## config.mk

```make
export PLATFORM = sky130hd
export DESIGN_NAME = eva_axi_rd_arb_flat
export DESIGN_NICKNAME = d
export VERILOG_FILES = /design/src/rtl/eva_axi_rd_arb_pkg.sv /design/src/rtl/eva_axi_rd_arb_if.sv /design/src/rtl/eva_axi_rd_arb_rr_pick.sv /design/src/rtl/eva_axi_rd_arb.sv /design/src/flat_wrapper.sv
export SDC_FILE = /design/constraint.sdc
export NUM_CORES = 1
export LEC_CHECK = 0
export ABC_AREA = 0
export CORE_AREA = 2 2 202 204
export CTS_CLUSTER_DIAMETER = 50
export CTS_CLUSTER_SIZE = 20
export DETAILED_ROUTE_END_ITERATION = 12
export DIE_AREA = 0 0 204 206
export PLACE_DENSITY_LB_ADDON = 0.05
export SYNTH_ARGS = -nofsm -noshare
export SYNTH_HDL_FRONTEND = slang
export SYNTH_SLANG_ARGS = --single-unit
export TNS_END_PERCENT = 100
```

## constraint.sdc

```tcl
create_clock -name aclk -period 4.22 [get_ports aclk]
set_clock_uncertainty 0.05 [all_clocks]
set_input_delay 0.422 -clock aclk [delete_from_list [all_inputs] [get_ports aclk]]
set_output_delay 0.422 -clock aclk [all_outputs]
set_load 0.05 [all_outputs]
```

## src/rtl/eva_axi_rd_arb_pkg.sv

```systemverilog
`default_nettype none
// ----------------------------------------------------------------------------
// eva_axi_arb_pkg : shared types and constants for the EVA AXI read arbiter
// Rev 1.0
// ----------------------------------------------------------------------------
package eva_axi_arb_pkg;

  localparam int MIDX_W = 2;
  localparam int DATA_W = 128;

  typedef struct packed {
    logic [31:0] addr;
    logic [5:0]  len;
    logic [2:0]  size;
    logic [1:0]  burst;
    logic [3:0]  id;
  } ar_req_t;

  typedef enum logic [0:0] {
    IDLE = 1'b0,
    HOLD = 1'b1
  } arb_state_e;

endpackage
`default_nettype wire

```

## src/rtl/eva_axi_rd_arb_if.sv

```systemverilog
`default_nettype none
// ----------------------------------------------------------------------------
// eva_axi_rd_arb_if : upstream per-master bundle and downstream AXI read bus
// Rev 1.0
// ----------------------------------------------------------------------------
interface eva_arb_up_if #(parameter int NUM_M = 4);
  import eva_axi_arb_pkg::*;

  logic [NUM_M-1:0]    m_arvalid;
  logic [NUM_M-1:0]    m_arready;
  logic [NUM_M*2-1:0]  m_arid;
  logic [NUM_M*32-1:0] m_araddr;
  logic [NUM_M*6-1:0]  m_arlen;
  logic [NUM_M*3-1:0]  m_arsize;
  logic [NUM_M*2-1:0]  m_arburst;
  logic [NUM_M-1:0]    m_rvalid;
  logic [NUM_M-1:0]    m_rready;
  logic [1:0]          m_rid;
  logic [DATA_W-1:0]   m_rdata;
  logic                m_rlast;
  logic [1:0]          m_rresp;

  modport master (
    output m_arvalid, m_arid, m_araddr, m_arlen, m_arsize, m_arburst, m_rready,
    input  m_arready, m_rvalid, m_rid, m_rdata, m_rlast, m_rresp
  );

  modport slave (
    input  m_arvalid, m_arid, m_araddr, m_arlen, m_arsize, m_arburst, m_rready,
    output m_arready, m_rvalid, m_rid, m_rdata, m_rlast, m_rresp
  );
endinterface

interface eva_axi_rd_if;
  import eva_axi_arb_pkg::*;

  logic              arvalid;
  logic              arready;
  logic [3:0]        arid;
  logic [31:0]       araddr;
  logic [5:0]        arlen;
  logic [2:0]        arsize;
  logic [1:0]        arburst;
  logic              rvalid;
  logic              rready;
  logic [3:0]        rid;
  logic [DATA_W-1:0] rdata;
  logic              rlast;
  logic [1:0]        rresp;

  modport master (
    output arvalid, arid, araddr, arlen, arsize, arburst, rready,
    input  arready, rvalid, rid, rdata, rlast, rresp
  );

  modport slave (
    input  arvalid, arid, araddr, arlen, arsize, arburst, rready,
    output arready, rvalid, rid, rdata, rlast, rresp
  );
endinterface
`default_nettype wire

```

## src/rtl/eva_axi_rd_arb_rr_pick.sv

```systemverilog
`default_nettype none
// ----------------------------------------------------------------------------
// eva_rr_pick : combinational round-robin picker starting at ptr
// Rev 1.0
// ----------------------------------------------------------------------------
module eva_rr_pick
  import eva_axi_arb_pkg::*;
#(
  parameter int NUM_M = 4
) (
  input  logic [NUM_M-1:0]  req,
  input  logic [MIDX_W-1:0] ptr,
  output logic              gnt_valid,
  output logic [MIDX_W-1:0] gnt_idx
);

  localparam logic [MIDX_W:0] NUM_M_W = NUM_M[MIDX_W:0];

  logic [MIDX_W:0] pos;

  always_comb begin
    gnt_valid = 1'b0;
    gnt_idx   = '0;
    pos       = '0;
    // Scan farthest-first so the candidate nearest to ptr is written last and wins.
    for (int k = NUM_M - 1; k >= 0; k--) begin
      pos = {1'b0, ptr} + k[MIDX_W:0];
      if (pos >= NUM_M_W) begin
        pos = pos - NUM_M_W;
      end
      if (req[pos[MIDX_W-1:0]]) begin
        gnt_valid = 1'b1;
        gnt_idx   = pos[MIDX_W-1:0];
      end
    end
  end

endmodule
`default_nettype wire

```

## src/rtl/eva_axi_rd_arb.sv

```systemverilog
`default_nettype none
// ----------------------------------------------------------------------------
// eva_axi_rd_arb : round-robin AR arbiter with rid-based R steering
// Rev 1.0
// ----------------------------------------------------------------------------
module eva_axi_rd_arb
  import eva_axi_arb_pkg::*;
#(
  parameter int NUM_M   = 4,
  parameter int MAX_OUT = 4
) (
  input  logic          aclk,
  input  logic          arest_n,
  eva_arb_up_if.slave   up,
  eva_axi_rd_if.master  dn,
  output logic          err_rid
);

  localparam logic [3:0]        MAX_OUT_C = MAX_OUT[3:0];
  localparam logic [MIDX_W-1:0] LAST_IDX  = MIDX_W'(NUM_M - 1);

  arb_state_e              state;
  arb_state_e              state_nxt;
  logic [MIDX_W-1:0]       rr_ptr;
  logic [MIDX_W-1:0]       rr_ptr_nxt;
  ar_req_t                 ar_q;
  ar_req_t                 ar_nxt;
  logic [NUM_M-1:0][3:0]   cnt;
  logic [NUM_M-1:0]        elig;
  logic [NUM_M-1:0]        arready_m;
  logic [NUM_M-1:0]        ar_hs;
  logic [NUM_M-1:0]        rl_hs;
  logic                    gnt_valid;
  logic [MIDX_W-1:0]       gnt_idx;
  logic [MIDX_W-1:0]       rsel;
  logic                    rid_ok;

  genvar gi;
  generate
    for (gi = 0; gi < NUM_M; gi++) begin : g_elig
      assign elig[gi] = up.m_arvalid[gi] & (cnt[gi] < MAX_OUT_C);
    end
  endgenerate

  eva_rr_pick #(.NUM_M(NUM_M)) u_pick (
    .req       (elig),
    .ptr       (rr_ptr),
    .gnt_valid (gnt_valid),
    .gnt_idx   (gnt_idx)
  );

  always_comb begin
    state_nxt  = state;
    rr_ptr_nxt = rr_ptr;
    ar_nxt     = ar_q;
    arready_m  = '0;
    case (state)
      IDLE: begin
        if (gnt_valid) begin
          arready_m[gnt_idx] = 1'b1;
          ar_nxt.addr  = up.m_araddr[32*gnt_idx +: 32];
          ar_nxt.len   = up.m_arlen[6*gnt_idx +: 6];
          ar_nxt.size  = up.m_arsize[3*gnt_idx +: 3];
          ar_nxt.burst = up.m_arburst[2*gnt_idx +: 2];
          ar_nxt.id    = {gnt_idx, up.m_arid[2*gnt_idx +: 2]};
          rr_ptr_nxt   = (gnt_idx == LAST_IDX) ? '0 : gnt_idx + 1'b1;
          state_nxt    = HOLD;
        end
      end
      HOLD: begin
        if (dn.arready) begin
          state_nxt = IDLE;
        end
      end
      default: state_nxt = IDLE;
    endcase
  end

  // A rid whose master index is out of range is absorbed so the bus never stalls.
  always_comb begin
    rsel        = dn.rid[3:2];
    rid_ok      = 1'b0;
    dn.rready   = 1'b1;
    up.m_rvalid = '0;
    rl_hs       = '0;
    for (int i = 0; i < NUM_M; i++) begin
      if (rsel == MIDX_W'(i)) begin
        rid_ok         = 1'b1;
        dn.rready      = up.m_rready[i];
        up.m_rvalid[i] = dn.rvalid;
        rl_hs[i]       = dn.rvalid & up.m_rready[i] & dn.rlast;
      end
    end
  end

  assign ar_hs = up.m_arvalid & arready_m;

  always_ff @(posedge aclk or negedge arest_n) begin
    if (!arest_n) begin
      state   <= IDLE;
      rr_ptr  <= '0;
      ar_q    <= '0;
      cnt     <= '0;
      err_rid <= 1'b0;
    end else begin
      state  <= state_nxt;
      rr_ptr <= rr_ptr_nxt;
      ar_q   <= ar_nxt;
      if (dn.rvalid && !rid_ok) begin
        err_rid <= 1'b1;
      end
      for (int i = 0; i < NUM_M; i++) begin
        if (ar_hs[i] && !rl_hs[i]) begin
          cnt[i] <= cnt[i] + 4'd1;
        end else if (!ar_hs[i] && rl_hs[i] && (cnt[i] != 4'd0)) begin
          cnt[i] <= cnt[i] - 4'd1;
        end
      end
    end
  end

  assign up.m_arready = arready_m;
  assign dn.arvalid   = (state == HOLD);
  assign dn.arid      = ar_q.id;
  assign dn.araddr    = ar_q.addr;
  assign dn.arlen     = ar_q.len;
  assign dn.arsize    = ar_q.size;
  assign dn.arburst   = ar_q.burst;
  assign up.m_rid     = dn.rid[1:0];
  assign up.m_rdata   = dn.rdata;
  assign up.m_rlast   = dn.rlast;
  assign up.m_rresp   = dn.rresp;

endmodule
`default_nettype wire

```

## src/flat_wrapper.sv

```systemverilog
// flat-port wrapper written by rule: the top's interface ports become plain ports
module eva_axi_rd_arb_flat import eva_axi_arb_pkg::*;
#(
  parameter int NUM_M   = 4,
  parameter int MAX_OUT = 4
)
  (aclk, arest_n, err_rid, up_m_arvalid, up_m_arid, up_m_araddr, up_m_arlen, up_m_arsize, up_m_arburst, up_m_rready, up_m_arready, up_m_rvalid, up_m_rid, up_m_rdata, up_m_rlast, up_m_rresp, dn_arvalid, dn_arid, dn_araddr, dn_arlen, dn_arsize, dn_arburst, dn_rready, dn_arready, dn_rvalid, dn_rid, dn_rdata, dn_rlast, dn_rresp);
  eva_arb_up_if #(.NUM_M(NUM_M)) up_i ();
  eva_axi_rd_if dn_i ();
  input  logic aclk;
  input  logic arest_n;
  output logic err_rid;
  input wire logic [$bits(up_i.m_arvalid)-1:0] up_m_arvalid;
  input wire logic [$bits(up_i.m_arid)-1:0] up_m_arid;
  input wire logic [$bits(up_i.m_araddr)-1:0] up_m_araddr;
  input wire logic [$bits(up_i.m_arlen)-1:0] up_m_arlen;
  input wire logic [$bits(up_i.m_arsize)-1:0] up_m_arsize;
  input wire logic [$bits(up_i.m_arburst)-1:0] up_m_arburst;
  input wire logic [$bits(up_i.m_rready)-1:0] up_m_rready;
  output wire logic [$bits(up_i.m_arready)-1:0] up_m_arready;
  output wire logic [$bits(up_i.m_rvalid)-1:0] up_m_rvalid;
  output wire logic [$bits(up_i.m_rid)-1:0] up_m_rid;
  output wire logic [$bits(up_i.m_rdata)-1:0] up_m_rdata;
  output wire logic [$bits(up_i.m_rlast)-1:0] up_m_rlast;
  output wire logic [$bits(up_i.m_rresp)-1:0] up_m_rresp;
  output wire logic [$bits(dn_i.arvalid)-1:0] dn_arvalid;
  output wire logic [$bits(dn_i.arid)-1:0] dn_arid;
  output wire logic [$bits(dn_i.araddr)-1:0] dn_araddr;
  output wire logic [$bits(dn_i.arlen)-1:0] dn_arlen;
  output wire logic [$bits(dn_i.arsize)-1:0] dn_arsize;
  output wire logic [$bits(dn_i.arburst)-1:0] dn_arburst;
  output wire logic [$bits(dn_i.rready)-1:0] dn_rready;
  input wire logic [$bits(dn_i.arready)-1:0] dn_arready;
  input wire logic [$bits(dn_i.rvalid)-1:0] dn_rvalid;
  input wire logic [$bits(dn_i.rid)-1:0] dn_rid;
  input wire logic [$bits(dn_i.rdata)-1:0] dn_rdata;
  input wire logic [$bits(dn_i.rlast)-1:0] dn_rlast;
  input wire logic [$bits(dn_i.rresp)-1:0] dn_rresp;
  assign up_i.m_arvalid = up_m_arvalid;
  assign up_i.m_arid = up_m_arid;
  assign up_i.m_araddr = up_m_araddr;
  assign up_i.m_arlen = up_m_arlen;
  assign up_i.m_arsize = up_m_arsize;
  assign up_i.m_arburst = up_m_arburst;
  assign up_i.m_rready = up_m_rready;
  assign up_m_arready = up_i.m_arready;
  assign up_m_rvalid = up_i.m_rvalid;
  assign up_m_rid = up_i.m_rid;
  assign up_m_rdata = up_i.m_rdata;
  assign up_m_rlast = up_i.m_rlast;
  assign up_m_rresp = up_i.m_rresp;
  assign dn_arvalid = dn_i.arvalid;
  assign dn_arid = dn_i.arid;
  assign dn_araddr = dn_i.araddr;
  assign dn_arlen = dn_i.arlen;
  assign dn_arsize = dn_i.arsize;
  assign dn_arburst = dn_i.arburst;
  assign dn_rready = dn_i.rready;
  assign dn_i.arready = dn_arready;
  assign dn_i.rvalid = dn_rvalid;
  assign dn_i.rid = dn_rid;
  assign dn_i.rdata = dn_rdata;
  assign dn_i.rlast = dn_rlast;
  assign dn_i.rresp = dn_rresp;
  eva_axi_rd_arb #(.NUM_M(NUM_M), .MAX_OUT(MAX_OUT)) u_core (.aclk(aclk), .arest_n(arest_n), .up(up_i), .dn(dn_i), .err_rid(err_rid));
endmodule
```

# After elaboration in Yosys (flattened, before gate mapping)
# Cells that the tools add are included.
# Widths: inputs -> output; s select.
# op_classes
reduce_logical	33
add_sub_neg	16
magnitude_cmp	14
n_shift	5
eq_ne	4
n_mux	52
n_mul	2
bitwise_logic	14
# ops
op	n
$shiftx 128x8->32	1
$mux 4	10
$mux 1	27
$shiftx 24x6->6	1
$mux 2	9
$add 4x1->4 const B	4
$lt 4x3->1 const B	4
$reduce_bool 4->1	4
$shiftx 8x4->2	2
$sub 4x1->4 const B	4
$lt 2x3->1 const B	5
$logic_and 1x1->1	14
$and 1x1->1	12
$shiftx 12x5->3	1
$ge 3x3->1 const B	3
$logic_not 1->1	9
$bmux 1 s2	4
$mul 2x2->4 const A	2
$reduce_bool 2->1	4
$sub 2x1->2 const B	4
$add 2x2->3 const B	2
$eq 2x2->1 const B	3
$and 4x4->4	1
$add 2x1->3 const B	1
9 further kinds	9
# word_totals
elab_cells	152
regBits	67

# Longest topological paths before layout
# logic_depth
word_depth	21
depth_mapped	15

# Modules after synthesis
# A second synthesis with hierarchy kept.
# unflattened
hier_cells	423
hier_area_um2	5320.1
# by_module_without_submodules
mod	n_inst	seq_area_each_um2	cells_each	area_per_inst_um2
eva_axi_rd_arb	1	1676.6	410	5242.5
eva_rr_pick	1	0.0	13	77.6

# Least setup slack after synthesis
# Ideal clock, no wire load.
# synth_path
path_kind	input to register
startpoint	input up_m_arvalid[3]
endpoint	register u_core.cnt[15] in the netlist's numbering
setup_time_ps	80
setup_slack_ps	820
n_path_buf	1
arrival_time_ps	3270
path_stages	14
cell_sequence	or3b_2 o21a_1 or3_1 buf_4 inv_2 ha_1 inv_1 nor4b_1 inv_1 ha_1 a21o_1 a21oi_1 mux2i_1 xnor2_1
# synth_between
elab_chain_cells	18
elab_cells_between_ends	31
classes_between	2 x order compare; 21 x mux; 2 x bitwise; 6 x reduce/logical
# synth_rtl
item	line_no	text
start, declared	flat_wrapper.sv:13	input wire logic [$bits(up_i.m_arvalid)-1:0] up_m_arvalid;
$and 1x1->1	eva_axi_rd_arb.sv:41	assign elig[gi] = up.m_arvalid[gi] & (cnt[gi] < MAX_OUT_C);
$bmux 1 s2	eva_axi_rd_arb_rr_pick.sv:31	if (req[pos[MIDX_W-1:0]]) begin
$mux 1 (implied by the code)	eva_axi_rd_arb_rr_pick.sv:31	
$mux 2 (4 in series)	eva_axi_rd_arb_rr_pick.sv:31	
$lt 2x3->1 (implied by the code) or $ge 2x1->1 (tied branches)	eva_axi_rd_arb.sv:60	arready_m[gnt_idx] = 1'b1;
$logic_and 1x1->1 (implied by the code)	eva_axi_rd_arb.sv:60	
$mux 1 (implied by the code)	eva_axi_rd_arb.sv:60	
$demux 1 s2	n/a	
$mux 4	eva_axi_rd_arb.sv:59	if (gnt_valid) begin
$mux 4	eva_axi_rd_arb.sv:57	case (state)
$and 4x4->4 (*)	eva_axi_rd_arb.sv:96	assign ar_hs = up.m_arvalid & arready_m;
$logic_not 1->1	eva_axi_rd_arb.sv:115	end else if (!ar_hs[i] && rl_hs[i] && (cnt[i] != 4'd0)) begin
$logic_and 1x1->1 (2 in series)	eva_axi_rd_arb.sv:115	
$reduce_bool 2->1 (no line)	n/a	
end signal, assigned by index	eva_axi_rd_arb.sv:114	cnt[i] <= cnt[i] + 4'd1;
end signal, assigned by index	eva_axi_rd_arb.sv:116	cnt[i] <= cnt[i] - 4'd1;
end, declared	eva_axi_rd_arb.sv:28	logic [NUM_M-1:0][3:0] cnt;
# Every way passes the cells marked *; elsewhere a longest branch is shown, timed or not. The select of a mux whose other input is x is not followed.
# A chain may end at the register's enable or synchronous reset.

# Worst setup path in the final report
# Same ends and word-level chain as after synthesis.

==> impl_results.md <==
- Result of the run: complete, no violations
- Critical path capture point type: flop
- Final Hold Fails: 0
- Setup Crit Path Kind: input port to flop
- CTS root buf: sky130_fd_sc_hd__clkbuf_16
- CTS tree: built
- Slew margin rel.: approximately a third
- Number of buffer cells added on primary ports: 253
- Arrival time of data at the critical path endpoint: between 3 and 4 ns
- Number of placed I/O pins: between 500 and 600
- Number of core rows: 74
- PnR worst setup slack: between 0.6 and 0.7 ns
- Number of antenna-violating nets in the routed design: 0
- Routed vias: between 4000 and 5000
- Post-route fraction of the period consumed by the critical path: between 80% and 90%
- Sort of element at the start of the critical path: input port
- Non-filler instance count after layout: 1177
- Placeable Area: between 40000 and 50000 µm²
- Final #Nets: between 900 and 1000
- Critical-path maximum fanout: 4
- Count of final setup violators: 0
- H-tree levels: 3
- Summed negative setup slack over all endpoints: 0 ns
- Starting density of the core: 13.13%
- MaxCap Viol Count: 0
- First-pass GRT wire length: 30140 µm
- Total clock buffers created by CTS: 9
- Aggregate global-route resource usage: roughly a tenth
- Die Y-Extent: between 200 and 250 µm
- Instance count of the mapped netlist: between 500 and 600
- Number of buffers inserted for hold repair after clock tree synthesis: 0
- Most instantiated flip-flop cell in the synthesis netlist: sky130_fd_sc_hd__dfrtp_1
- Area growth from synthesis to final layout: 46.73%
- Pin count of the biggest net entering global routing: between 60 and 70
- Required time of the critical path: 4.43 ns
- Die Footprint: roughly 42000 µm²
- Proportion of synthesized flip-flops having asynchronous set or reset: 100.0%
- Setup repair after global routing missed its margin: no
- Post_cts resized: 0
- Total wire length after detailed routing: about 21000 µm
- Pwr/cell area: between 700 and 800 nW/µm²
- Tightest Hold Check Type: input port to async pin
- Clock sink count: 67
- Most frequent cells in the layout: 249 x sky130_fd_sc_hd__clkdlybuf4s50_1, 94 x sky130_fd_sc_hd__mux2i_1, 67 x sky130_fd_sc_hd__dfrtp_1
- Clock transition at the registers of the reported paths: roughly 0.060 ns
- Sum of net half-perimeters after detailed placement: 16360 µm
- DP Worst Slack: ~0.25 ns
- Library cells used by synthesis: 48
- Time the worst path needs with I/O delays and setup: roughly 3.6 ns
- Via density per instance: between 3 and 4
- Floorplan die width: 204 µm
- Iteration-0 DRC Markers: about 150
- Clock latency on the worst-skew pair: around 0.34 ns
- Nets in the synthesized netlist: slightly below 900
- Number of antenna violations at the first check in global routing: 0
- Flop and latch count out of synthesis: 67
- Most common library cell in the layout ignoring fill and taps: sky130_fd_sc_hd__clkdlybuf4s50_1
- Max clock buf depth: 2
- Overflow left after global routing: 0
- Post-synth EDFFs: 0
- Proportion of synthesized chip area in sequential cells: 31.77%
- Worst IR Drop VDD: about 0.00027 V
- Warning count from the yosys run: 0
- Routed WL per cell: 17.57 µm
- Via count of the first global-routing pass: between 4000 and 5000
- Share of layout cells above drive strength 1: about 7.1%
- Cell area after technology mapping: 5278 µm²
- Hold slack final: between 0.15 and 0.2 ns
- F_max: between 0.2 and 0.3 GHz
- Post-Place Cells: between 1000 and 1500
- Fill cell total of the finished layout: about 4500
- Total inserted antenna cells: 0
- Standby leakage power: 3.287 nW
- Fin. max-slew vios: 0
- Final estimated routing congestion in global placement: ~0.73
- Post-CTS setup buffer count: 0
- Mapped Avg Cell Area: 9.995 µm²
- Measured slew at the worst slew-check pin: between 0.9 and 1 ns
- Residual DRC: 0
- TritonRoute pass-1 iters: 4
- Total power after layout: ~5.7 mW
[layout make-up]
cell class                 instances  area (µm²)  area share [%]
timing repair buffer             264        2630           33.96
tap                              532       665.6           8.596
clock buffer                      15       287.8           3.716
multi-input combinational        292        2456           31.72
inverter                           6       22.52          0.2908
clock inverter                     1       5.005         0.06463
sequential                        67        1677           21.65
[kinds of logic (layout without fill, tap and decap cells)]
family                     after synthesis  in the layout  share of synthesized area (%)
buffers and inverters                  169            286                          21.91
AOI/OAI and AO/OA                      115            115                          15.08
muxes                                  104            104                          20.18
DFF                                     67             67                          31.77
and+or+nand+nor                         49             49                          5.595
adders and majority gates               13             13                          3.651
xor gates and xnor gates                11             11                          1.825
[routing by layer]
metal  GRT usage (%)  share of wire [%]  up-vias
met5               0                  0        -
met4           3.287                1.9        0
met3           4.478                 10       43
met2           17.16                 51      233
met1           10.26                 37     2021
li1                -                  -     1987
[flip-flops by register name, indices dropped and copies added, names as in the netlist]
name	cells
u_core.rr_ptr	2
u_core.dn.arid	4
u_core.dn.arvalid	1
u_core.dn.arburst	2
u_core.dn.arsize	3
u_core.cnt	16
u_core.dn.arlen	6
u_core.err_rid	1
u_core.dn.araddr	32
[through the flow]
step / area [µm²] / util, %
final: 7744 / 19.27
after global placement: 7451 / 18.54
after detailed placement: 7451 / 18.54
after global routing: 7744 / 19.27
after floorplan: 5278 / -
after CTS: 7744 / 19.27
[critical path, cell delays in order]
cell,delay [ns]
sky130_fd_sc_hd__clkdlybuf4s50_1,0.49
sky130_fd_sc_hd__or3b_2,0.51
sky130_fd_sc_hd__o21a_1,0.13
sky130_fd_sc_hd__or3_4,0.37
sky130_fd_sc_hd__inv_2,0.08
sky130_fd_sc_hd__ha_1,0.16
sky130_fd_sc_hd__inv_1,0.08
sky130_fd_sc_hd__nor4b_1,0.32
sky130_fd_sc_hd__buf_4,0.18
sky130_fd_sc_hd__inv_1,0.07
sky130_fd_sc_hd__ha_1,0.28
sky130_fd_sc_hd__a21o_1,0.18
sky130_fd_sc_hd__a21oi_1,0.17
sky130_fd_sc_hd__mux2i_1,0.23
sky130_fd_sc_hd__xnor2_1,0.14
[Yosys cell counts, types with 5 or more instances]
cell type | n | share of area [%]
sky130_fd_sc_hd__a21oi_1 | 5 | 0.47
sky130_fd_sc_hd__a2bb2oi_1 | 45 | 7.5
sky130_fd_sc_hd__buf_2 | 9 | 0.85
sky130_fd_sc_hd__buf_4 | 136 | 19
sky130_fd_sc_hd__clkbuf_1 | 15 | 1.1
sky130_fd_sc_hd__dfrtp_1 | 67 | 32
sky130_fd_sc_hd__ha_1 | 9 | 2.1
sky130_fd_sc_hd__inv_1 | 5 | 0.36
sky130_fd_sc_hd__mux2_2 | 7 | 1.5
sky130_fd_sc_hd__mux2i_1 | 94 | 18
sky130_fd_sc_hd__nand2_1 | 12 | 0.85
sky130_fd_sc_hd__nor2_1 | 8 | 0.57
sky130_fd_sc_hd__o21ai_0 | 49 | 4.6
sky130_fd_sc_hd__xor2_1 | 7 | 1.2
[path summary, 6_finish.rpt]
kind / from / end / slack [ns] / depth (start not counted)
setup / recovery: up_m_arvalid[3] / u_core.cnt[15] / 0.63 / 15
hold / removal: arest_n / u_core.dn.arid[3] / 0.19 / 1
setup reg to reg: u_core.cnt[14] / u_core.cnt[15] / 0.78 / 14
hold reg to reg: u_core.err_rid / u_core.err_rid / 0.34 / 0
max in group asynchronous: arest_n / u_core.dn.araddr[12] / 3.29 / 1
min in group aclk: u_core.err_rid / u_core.err_rid / 0.34 / 0
[power by group]
group          switching [mW]  internal, mW  leakage [nW]
logic                    2.20          1.55          2.32
registers               0.258         0.976         0.819
clock network           0.305         0.462         0.146
(Power assumes the default switching activity.)
